--- src/rtl/mem_port_sequencer_pkg.sv ---
// Shared encodings for the memory port sequencer: FSM states, grant sides, bus constants.
// Latency: none, declarations only.
// Backpressure: none, declarations only.
package mem_seq_pkg;

    typedef enum logic [1:0] {
        IDLE    = 2'd0,
        BUSY    = 2'd1,
        RECOVER = 2'd2
    } seq_state_t;

    typedef enum logic {
        GNT_IF = 1'b0,
        GNT_DT = 1'b1
    } gnt_t;

    // READ_WRITE / WORD_BYTE encodings as seen by external memory
    localparam logic RW_READ = 1'b1;
    localparam logic WB_WORD = 1'b1;

endpackage

--- src/rtl/mem_port_sequencer_if.sv ---
// External memory port bundle: address, strobes, write data out, read data and MFC in.
// Latency: wires only; timing is owned by whichever side drives each signal.
// Backpressure: MFA/MFC handshake, MFA holds until memory answers with MFC.
interface mem_port_sequencer_if #(
    parameter int ADDR_W = 8,
    parameter int DATA_W = 32
);
    logic [ADDR_W-1:0] MEMADD;
    logic              MFA;
    logic              READ_WRITE;
    logic              WORD_BYTE;
    logic [DATA_W-1:0] MEMDAT_OUT;
    logic              MEMDAT_OE;
    logic [DATA_W-1:0] MEMDAT_IN;
    logic              MFC;

    modport master (
        output MEMADD, MFA, READ_WRITE, WORD_BYTE, MEMDAT_OUT, MEMDAT_OE,
        input  MEMDAT_IN, MFC
    );

    modport slave (
        input  MEMADD, MFA, READ_WRITE, WORD_BYTE, MEMDAT_OUT, MEMDAT_OE,
        output MEMDAT_IN, MFC
    );
endinterface

--- src/rtl/mem_port_sequencer_arbiter.sv ---
// Two-input alternating-priority arbiter between fetch and data requesters.
// Latency: combinational grant; last_grant updates on the edge a grant is taken.
// Backpressure: grants only while en is high; losing requester simply keeps its level request.
module mem_port_arbiter
    import mem_seq_pkg::*;
(
    input  logic Clk,
    input  logic Reset,
    input  logic en,
    input  logic if_req,
    input  logic dt_req,
    output logic gnt_vld,
    output gnt_t gnt_sel
);

    gnt_t last_grant;

    // Pick the lone requester, or on contention the side that did not win last time
    always_comb begin
        gnt_vld = en && (if_req || dt_req);
        gnt_sel = GNT_IF;
        if (if_req && dt_req) begin
            if (last_grant == GNT_IF) begin
                gnt_sel = GNT_DT;
            end else begin
                gnt_sel = GNT_IF;
            end
        end else if (dt_req) begin
            gnt_sel = GNT_DT;
        end
    end

    // Remember the winner so the next contention flips priority
    always_ff @(posedge Clk) begin
        if (!Reset) begin
            last_grant <= GNT_IF;
        end else if (gnt_vld) begin
            last_grant <= gnt_sel;
        end
    end

endmodule

--- src/rtl/mem_port_sequencer.sv ---
// Owns the external memory port: arbitrates fetch vs data, runs MFA/MFC, returns read data. Optional MEM_TIMEOUT_EN aborts stalled accesses.
// Latency: MFA rises the edge after a grant; done/rdata the edge MFC is sampled; one RECOVER cycle follows.
// Backpressure: requesters hold level req until their done pulse; BUSY waits on MFC (or timeout when enabled).
module mem_port_sequencer
    import mem_seq_pkg::*;
#(
    parameter int ADDR_W = 8,
    parameter int DATA_W = 32
`ifdef MEM_TIMEOUT_EN
    ,
    parameter int TIMEOUT = 255
`endif
) (
    input  logic              Clk,
    input  logic              Reset,
    input  logic              if_req,
    input  logic [ADDR_W-1:0] if_addr,
    output logic              if_done,
    input  logic              dt_req,
    input  logic [ADDR_W-1:0] dt_addr,
    input  logic              dt_rw,
    input  logic              dt_wb,
    input  logic [DATA_W-1:0] dt_wdata,
    output logic              dt_done,
    output logic [DATA_W-1:0] rdata,
    output logic              err,
    mem_port_sequencer_if.master mem
);

    seq_state_t state;
    gnt_t       cur_gnt;
    logic       gnt_vld;
    gnt_t       gnt_sel;

`ifdef MEM_TIMEOUT_EN
    localparam int CNT_W = ($clog2(TIMEOUT + 1) > 8) ? $clog2(TIMEOUT + 1) : 8;
    logic [CNT_W-1:0] tmo_cnt;
`endif

    mem_port_arbiter u_arb (
        .Clk     (Clk),
        .Reset   (Reset),
        .en      (state == IDLE),
        .if_req  (if_req),
        .dt_req  (dt_req),
        .gnt_vld (gnt_vld),
        .gnt_sel (gnt_sel)
    );

    // Access sequencer: latch on grant, hold MFA through BUSY, one dead cycle in RECOVER
    always_ff @(posedge Clk) begin
        if (!Reset) begin
            state          <= IDLE;
            cur_gnt        <= GNT_IF;
            mem.MFA        <= 1'b0;
            mem.MEMDAT_OE  <= 1'b0;
            mem.MEMADD     <= '0;
            mem.MEMDAT_OUT <= '0;
            mem.READ_WRITE <= RW_READ;
            mem.WORD_BYTE  <= WB_WORD;
            rdata          <= '0;
            if_done        <= 1'b0;
            dt_done        <= 1'b0;
            err            <= 1'b0;
`ifdef MEM_TIMEOUT_EN
            tmo_cnt        <= '0;
`endif
        end else begin
            // done/err are single-cycle pulses
            if_done <= 1'b0;
            dt_done <= 1'b0;
            err     <= 1'b0;
            case (state)
                IDLE: begin
                    if (gnt_vld) begin
                        cur_gnt <= gnt_sel;
                        mem.MFA <= 1'b1;
                        state   <= BUSY;
`ifdef MEM_TIMEOUT_EN
                        tmo_cnt <= '0;
`endif
                        if (gnt_sel == GNT_IF) begin
                            // fetches are always word reads
                            mem.MEMADD     <= if_addr;
                            mem.READ_WRITE <= RW_READ;
                            mem.WORD_BYTE  <= WB_WORD;
                            mem.MEMDAT_OE  <= 1'b0;
                        end else begin
                            mem.MEMADD     <= dt_addr;
                            mem.READ_WRITE <= dt_rw;
                            mem.WORD_BYTE  <= dt_wb;
                            mem.MEMDAT_OUT <= dt_wdata;
                            mem.MEMDAT_OE  <= (dt_rw != RW_READ);
                        end
                    end
                end
                BUSY: begin
                    if (mem.MFC) begin
                        // normal completion wins over a coincident timeout
                        if (mem.READ_WRITE == RW_READ) begin
                            rdata <= mem.MEMDAT_IN;
                        end
                        mem.MFA       <= 1'b0;
                        mem.MEMDAT_OE <= 1'b0;
                        if (cur_gnt == GNT_IF) begin
                            if_done <= 1'b1;
                        end else begin
                            dt_done <= 1'b1;
                        end
                        state <= RECOVER;
                    end
`ifdef MEM_TIMEOUT_EN
                    else if (tmo_cnt == CNT_W'(TIMEOUT - 1)) begin
                        // abort: rdata untouched, requester sees done with err
                        mem.MFA       <= 1'b0;
                        mem.MEMDAT_OE <= 1'b0;
                        err           <= 1'b1;
                        if (cur_gnt == GNT_IF) begin
                            if_done <= 1'b1;
                        end else begin
                            dt_done <= 1'b1;
                        end
                        state <= RECOVER;
                    end else begin
                        tmo_cnt <= tmo_cnt + CNT_W'(1);
                    end
`endif
                end
                RECOVER: begin
                    // guarantees MFA low for a full cycle between accesses
                    state <= IDLE;
                end
                default: begin
                    state <= IDLE;
                end
            endcase
        end
    end

endmodule

--- src/flat_wrapper.sv ---
// flat-port wrapper written by rule: the top's interface ports become plain ports
module mem_port_sequencer_flat import mem_seq_pkg::*;
#(
    parameter int ADDR_W = 8,
    parameter int DATA_W = 32

)
  (Clk, Reset, if_req, if_addr, if_done, dt_req, dt_addr, dt_rw, dt_wb, dt_wdata, dt_done, rdata, err, mem_MEMADD, mem_MFA, mem_READ_WRITE, mem_WORD_BYTE, mem_MEMDAT_OUT, mem_MEMDAT_OE, mem_MEMDAT_IN, mem_MFC);
  mem_port_sequencer_if #(.ADDR_W(ADDR_W), .DATA_W(DATA_W)) mem_i ();
  input  logic Clk;
  input  logic Reset;
  input  logic if_req;
  input  logic [ADDR_W-1:0] if_addr;
  output logic if_done;
  input  logic dt_req;
  input  logic [ADDR_W-1:0] dt_addr;
  input  logic dt_rw;
  input  logic dt_wb;
  input  logic [DATA_W-1:0] dt_wdata;
  output logic dt_done;
  output logic [DATA_W-1:0] rdata;
  output logic err;
  output wire logic [$bits(mem_i.MEMADD)-1:0] mem_MEMADD;
  output wire logic [$bits(mem_i.MFA)-1:0] mem_MFA;
  output wire logic [$bits(mem_i.READ_WRITE)-1:0] mem_READ_WRITE;
  output wire logic [$bits(mem_i.WORD_BYTE)-1:0] mem_WORD_BYTE;
  output wire logic [$bits(mem_i.MEMDAT_OUT)-1:0] mem_MEMDAT_OUT;
  output wire logic [$bits(mem_i.MEMDAT_OE)-1:0] mem_MEMDAT_OE;
  input wire logic [$bits(mem_i.MEMDAT_IN)-1:0] mem_MEMDAT_IN;
  input wire logic [$bits(mem_i.MFC)-1:0] mem_MFC;
  assign mem_MEMADD = mem_i.MEMADD;
  assign mem_MFA = mem_i.MFA;
  assign mem_READ_WRITE = mem_i.READ_WRITE;
  assign mem_WORD_BYTE = mem_i.WORD_BYTE;
  assign mem_MEMDAT_OUT = mem_i.MEMDAT_OUT;
  assign mem_MEMDAT_OE = mem_i.MEMDAT_OE;
  assign mem_i.MEMDAT_IN = mem_MEMDAT_IN;
  assign mem_i.MFC = mem_MFC;
  mem_port_sequencer #(.ADDR_W(ADDR_W), .DATA_W(DATA_W)) u_core (.Clk(Clk), .Reset(Reset), .if_req(if_req), .if_addr(if_addr), .if_done(if_done), .dt_req(dt_req), .dt_addr(dt_addr), .dt_rw(dt_rw), .dt_wb(dt_wb), .dt_wdata(dt_wdata), .dt_done(dt_done), .rdata(rdata), .err(err), .mem(mem_i));
endmodule
--- config.mk ---
export PLATFORM = sky130hd
export DESIGN_NAME = mem_port_sequencer_flat
export DESIGN_NICKNAME = d
export VERILOG_FILES = /design/src/rtl/mem_port_sequencer_pkg.sv /design/src/rtl/mem_port_sequencer_if.sv /design/src/rtl/mem_port_sequencer_arbiter.sv /design/src/rtl/mem_port_sequencer.sv /design/src/flat_wrapper.sv
export SDC_FILE = /design/constraint.sdc
export NUM_CORES = 1
export LEC_CHECK = 0
export ABC_CLOCK_PERIOD_IN_PS = 1400
export CAP_MARGIN = 20
export CORE_MARGIN = 5
export CORE_UTILIZATION = 39
export DETAILED_ROUTE_END_ITERATION = 8
export GPL_ROUTABILITY_DRIVEN = 1
export GPL_TIMING_DRIVEN = 0
export MAX_ROUTING_LAYER = met4
export PLACE_DENSITY_LB_ADDON = 0.12
export SETUP_SLACK_MARGIN = 0.3
export SYNTH_ARGS = -nofsm -noshare
export SYNTH_HDL_FRONTEND = slang
export SYNTH_SLANG_ARGS = --single-unit
--- constraint.sdc ---
create_clock -name Clk -period 1.4 [get_ports Clk]
set_input_delay 0.28 -clock Clk [delete_from_list [all_inputs] [get_ports Clk]]
set_output_delay 0.28 -clock Clk [all_outputs]
set_load 0.05 [all_outputs]
==> impl_summary.log <==
INFO  metric drtPass1Iterations = 4
INFO  metric numClockSinks = 81
INFO  metric timing_max_transition_violations_final = 0
INFO  metric crit_fanout = 5
INFO  metric clkTransAtPathRegs = 0.08 ns
INFO  metric critPathArrivalTime = 1.69 ns
INFO  metric floorplan.rows = 32
INFO  metric hold-path-cell-count = 3
INFO  metric pin_count_of_the_biggest_net_entering_global_routing = 14
INFO  metric routability_congestion = 0.7576
INFO  metric synth_compound_gate_area_share = 0.1091
INFO  metric synthMuxAreaShare = 0.1023
INFO  metric timing.hold.worst_endpoint = u_core.mem.MEMADD[0]
INFO  metric yosys_warnings = 0
INFO  metric vias = 3235
INFO  metric pwr_density_cell = 1016 nW/um^2
INFO  metric globalRouteTotalUtil = 0.2048
INFO  metric final_period_minus_worst_setup_slack = 1.433 ns
INFO  metric detail_route.drc_violations = 0
INFO  metric largest_family_of_logic_cells_by_synthesized_area = simple AND/OR/NAND/NOR gates
INFO  metric critical_path.reg2reg.startpoint = u_core.u_arb.last_grant
INFO  metric max-vdd-ir-drop = 0.6089 mV
INFO  metric critical_path.max_stage_delay = 0.35 ns
INFO  metric core = 7767 sq um
INFO  metric setup-violations-final = 21
INFO  metric post_route_cells_drive_above_1_share = 0.4281
INFO  metric ctsHoldBuffers = 0
INFO  metric synth_sequential_area_ratio = 0.5178
INFO  metric status = finished, violations left
INFO  metric critPathLaunchType = flop
INFO  metric clock_latency_on_the_worst_skew_pair = 0.34 ns
INFO  metric total_power = 6.118 mW
INFO  metric reported_max_cap_violation_count = 0
INFO  metric syn-instance-count = 361
INFO  metric synth_area = 3132 sq um
INFO  metric synthXorXnorAreaFrac = 0
INFO  metric ant_nets = 0
INFO  metric fin_cells = 672
INFO  metric final_common_cell = nand2_1
INFO  metric finalCritPeriodShare = 1.023
INFO  metric antennaDiodeCount = 0
INFO  metric tritoncts = yes
INFO  metric layout.nets = 652
INFO  metric wl_per_cell = 15.22 um
INFO  metric violations_in_the_final_reports = negative setup slack
INFO  metric synthAdderAreaFrac = 0
INFO  metric hold_violations = 0
INFO  metric num_io_pins = 166
INFO  metric total_nets_after_synthesis = 448
INFO  metric cellLeakagePower = 2.492 nW
INFO  metric syn_to_final_growth = 92.21%
INFO  metric cts_buffer_depth = 2
INFO  metric antenna_violations_before_repair = 0
INFO  metric dp.cells = 626
INFO  metric yosys.area_share.simple = 0.2054
INFO  metric vias_per_cell = 4.814
INFO  metric first_global_vias = 3328
INFO  metric grt_overflow = 0
INFO  metric reg2regPathDepth = 7
INFO  metric hp-start = Reset
INFO  metric finalWorstSetupSlack = -0.03258 ns
INFO  metric crit_path_category = reg2reg
INFO  metric hpwlAfterDp = 6833 um
INFO  metric floorplan.die.height = 99.61 um
INFO  metric critical_path_required = 1.66 ns
INFO  metric worst_r2r_endpoint = u_core.mem.MEMDAT_OUT[26]
INFO  metric ctsRootBufferMaster = clkbuf_8
INFO  metric cts_buffers = 9
INFO  metric cts_max_level = 3
INFO  metric dr.first_iter.drc_count = 113
INFO  metric syn_avg_cell_area = 8.675 sq um
INFO  metric drt_wl_total = 10230 um
INFO  metric ff2ff_setup_slack = -0.03 ns
INFO  metric final_cell_mix = nand2_1 (138), clkdlybuf4s50_1 (82), buf_8 (79)
INFO  metric initial_core_util = 0.4032
INFO  metric cp_cell_sequence = a21bo_1 -> buf_6 -> nor3_4 -> buf_6 -> buf_12 -> buf_12 -> mux2i_1
INFO  metric yosysUniqueCellTypes = 31
INFO  metric io_buffers = 163
INFO  metric clock_skew = 0.007045 ns
INFO  metric timing.critical_path.slowest_stage_cell = dfxtp_4
INFO  metric die_x = 99.61 um
INFO  metric postSynthRegisterBits = 81
INFO  metric rsz0062_at_grt = true
INFO  metric grt_pass1_wl = 15830 um
INFO  metric placement.setup.worst_slack = -0.4705 ns
INFO  metric hold_crit_class = in2reg
INFO  metric worst_setup_ep_type = flop
INFO  metric total_die_area = 9922 sq um
INFO  metric fmaxAchievable = 698.0 MHz
==> per-layer routing <==
metal,global-route usage,vias up,routed length (um)
met1,0.2263,1486,4095
met4,0.07353,0,240
li1,-,1589,-
met5,-,-,0
met2,0.3507,139,5078
met3,0.05961,21,815
==> cell usage after synthesis <==
| cell | n | area, sq um |
|---|---|---|
| nor4b_1 | 1 | 8.760 |
| a41o_1 | 1 | 10.01 |
| dfxtp_1 | 81 | 1622 |
| buf_6 | 2 | 22.52 |
| buf_2 | 8 | 40.04 |
| a31oi_1 | 1 | 6.260 |
| or3b_2 | 1 | 8.760 |
| buf_4 | 3 | 22.52 |
| a21bo_1 | 1 | 10.01 |
| and2_1 | 2 | 12.51 |
| nand4b_1 | 1 | 8.760 |
| inv_1 | 2 | 7.510 |
| a21oi_1 | 42 | 210.2 |
| buf_12 | 3 | 60.06 |
| clkbuf_1 | 11 | 41.29 |
| a21boi_0 | 1 | 7.510 |
| o21a_1 | 1 | 7.510 |
| a311oi_1 | 8 | 70.07 |
| nor3_1 | 1 | 5.000 |
| mux2i_1 | 32 | 320.3 |
| nor2_1 | 3 | 11.26 |
| nor3_4 | 1 | 16.27 |
| buf_1 | 1 | 3.750 |
| nand3b_1 | 1 | 7.510 |
| conb_1 | 1 | 3.750 |
| and4b_1 | 1 | 10.01 |
| nand2_1 | 146 | 548.0 |
| or2_1 | 1 | 6.260 |
| a21boi_2 | 1 | 11.26 |
| inv_2 | 1 | 3.750 |
| a32oi_1 | 1 | 8.760 |
==> timing repair <==
action / in CTS / in global routing
gates resized for setup: 732 / 14
endpoints found under the setup margin: 154 / 154
setup buffers: 18 / 8
cloned: 4 / 0
pin swaps: 8 / 8
==> worst max-delay path, delay by kind of cell, from the launching register on <==
kind,cells,cell delay [ns]
simple gates,1,0.12
compound gates,1,0.19
buf+inv,4,0.50
mux,1,0.19
flops,1,0.35
==> registers in the layout, summed over array words and instances, names as in the netlist, 2 cells and up <==
register               count
u_core.mem.MEMADD          8
u_core.state               2
u_core.rdata              32
u_core.mem.MEMDAT_OUT     32
==> report_power, final <==
group / switching (mW) / total [mW] / internal [mW] / leakage, nW
Combinational: 1.01 / 2.01 / 0.999 / 1.71
Clock: 0.833 / 1.47 / 0.634 / 0.0861
Sequential: 0.145 / 2.64 / 2.49 / 0.696
Total: 1.99 / 6.12 / 4.13 / 2.49
==> cell type report <==
class / instances / area, sq um
fill: 563 / 1748
timing repair buffer: 193 / 2344
multi-input combinational: 249 / 1413
inverter: 3 / 11.26
tap: 102 / 127.6
clock inverter: 6 / 33.78
buffer: 28 / 232.7
clock buffer: 10 / 127.6
sequential: 81 / 1730
==> stage by stage <==
step / hold slack [ns] / area, sq um / util / setup TNS, ns
finish: 0.4024 / 6020 / 0.7750 / -0.2067
global route: 0.4151 / 6020 / 0.7750 / -2.071
CTS: 0.3831 / 5901 / 0.7597 / -0.01662
detailed placement: 0.4456 / 4915 / 0.6327 / -24.81
global placement: 0.4399 / 4915 / 0.6327 / -21.93
floorplan: 0.4160 / 3156 / - / 0
==> worst max path at each step <==
stage | startpoint | to | slack [ns] | depth (start not counted)
4_1_cts | u_core.u_arb.last_grant | u_core.mem.MEMDAT_OUT[26] | -0.01 | 7
2_1_floorplan | u_core.u_arb.last_grant | u_core.mem.MEMDAT_OUT[10] | 0.14 | 6
3_5_place_dp | dt_req | u_core.mem.MEMDAT_OUT[23] | -0.47 | 7
6_report | u_core.u_arb.last_grant | u_core.mem.MEMDAT_OUT[26] | -0.03 | 7
3_3_place_gp | dt_req | u_core.mem.MEMDAT_OUT[21] | -0.41 | 7
5_1_grt | u_core.u_arb.last_grant | u_core.mem.MEMDAT_OUT[0] | -0.1 | 7
==> cells by family after synthesis <==
family,after synthesis
AO/OA/AOI/OAI,57
other,1
flip-flops,81
buffers and inverters,31
multiplexers,32
AND/OR/NAND/NOR,159
Power figures use the tool's default switching activity.
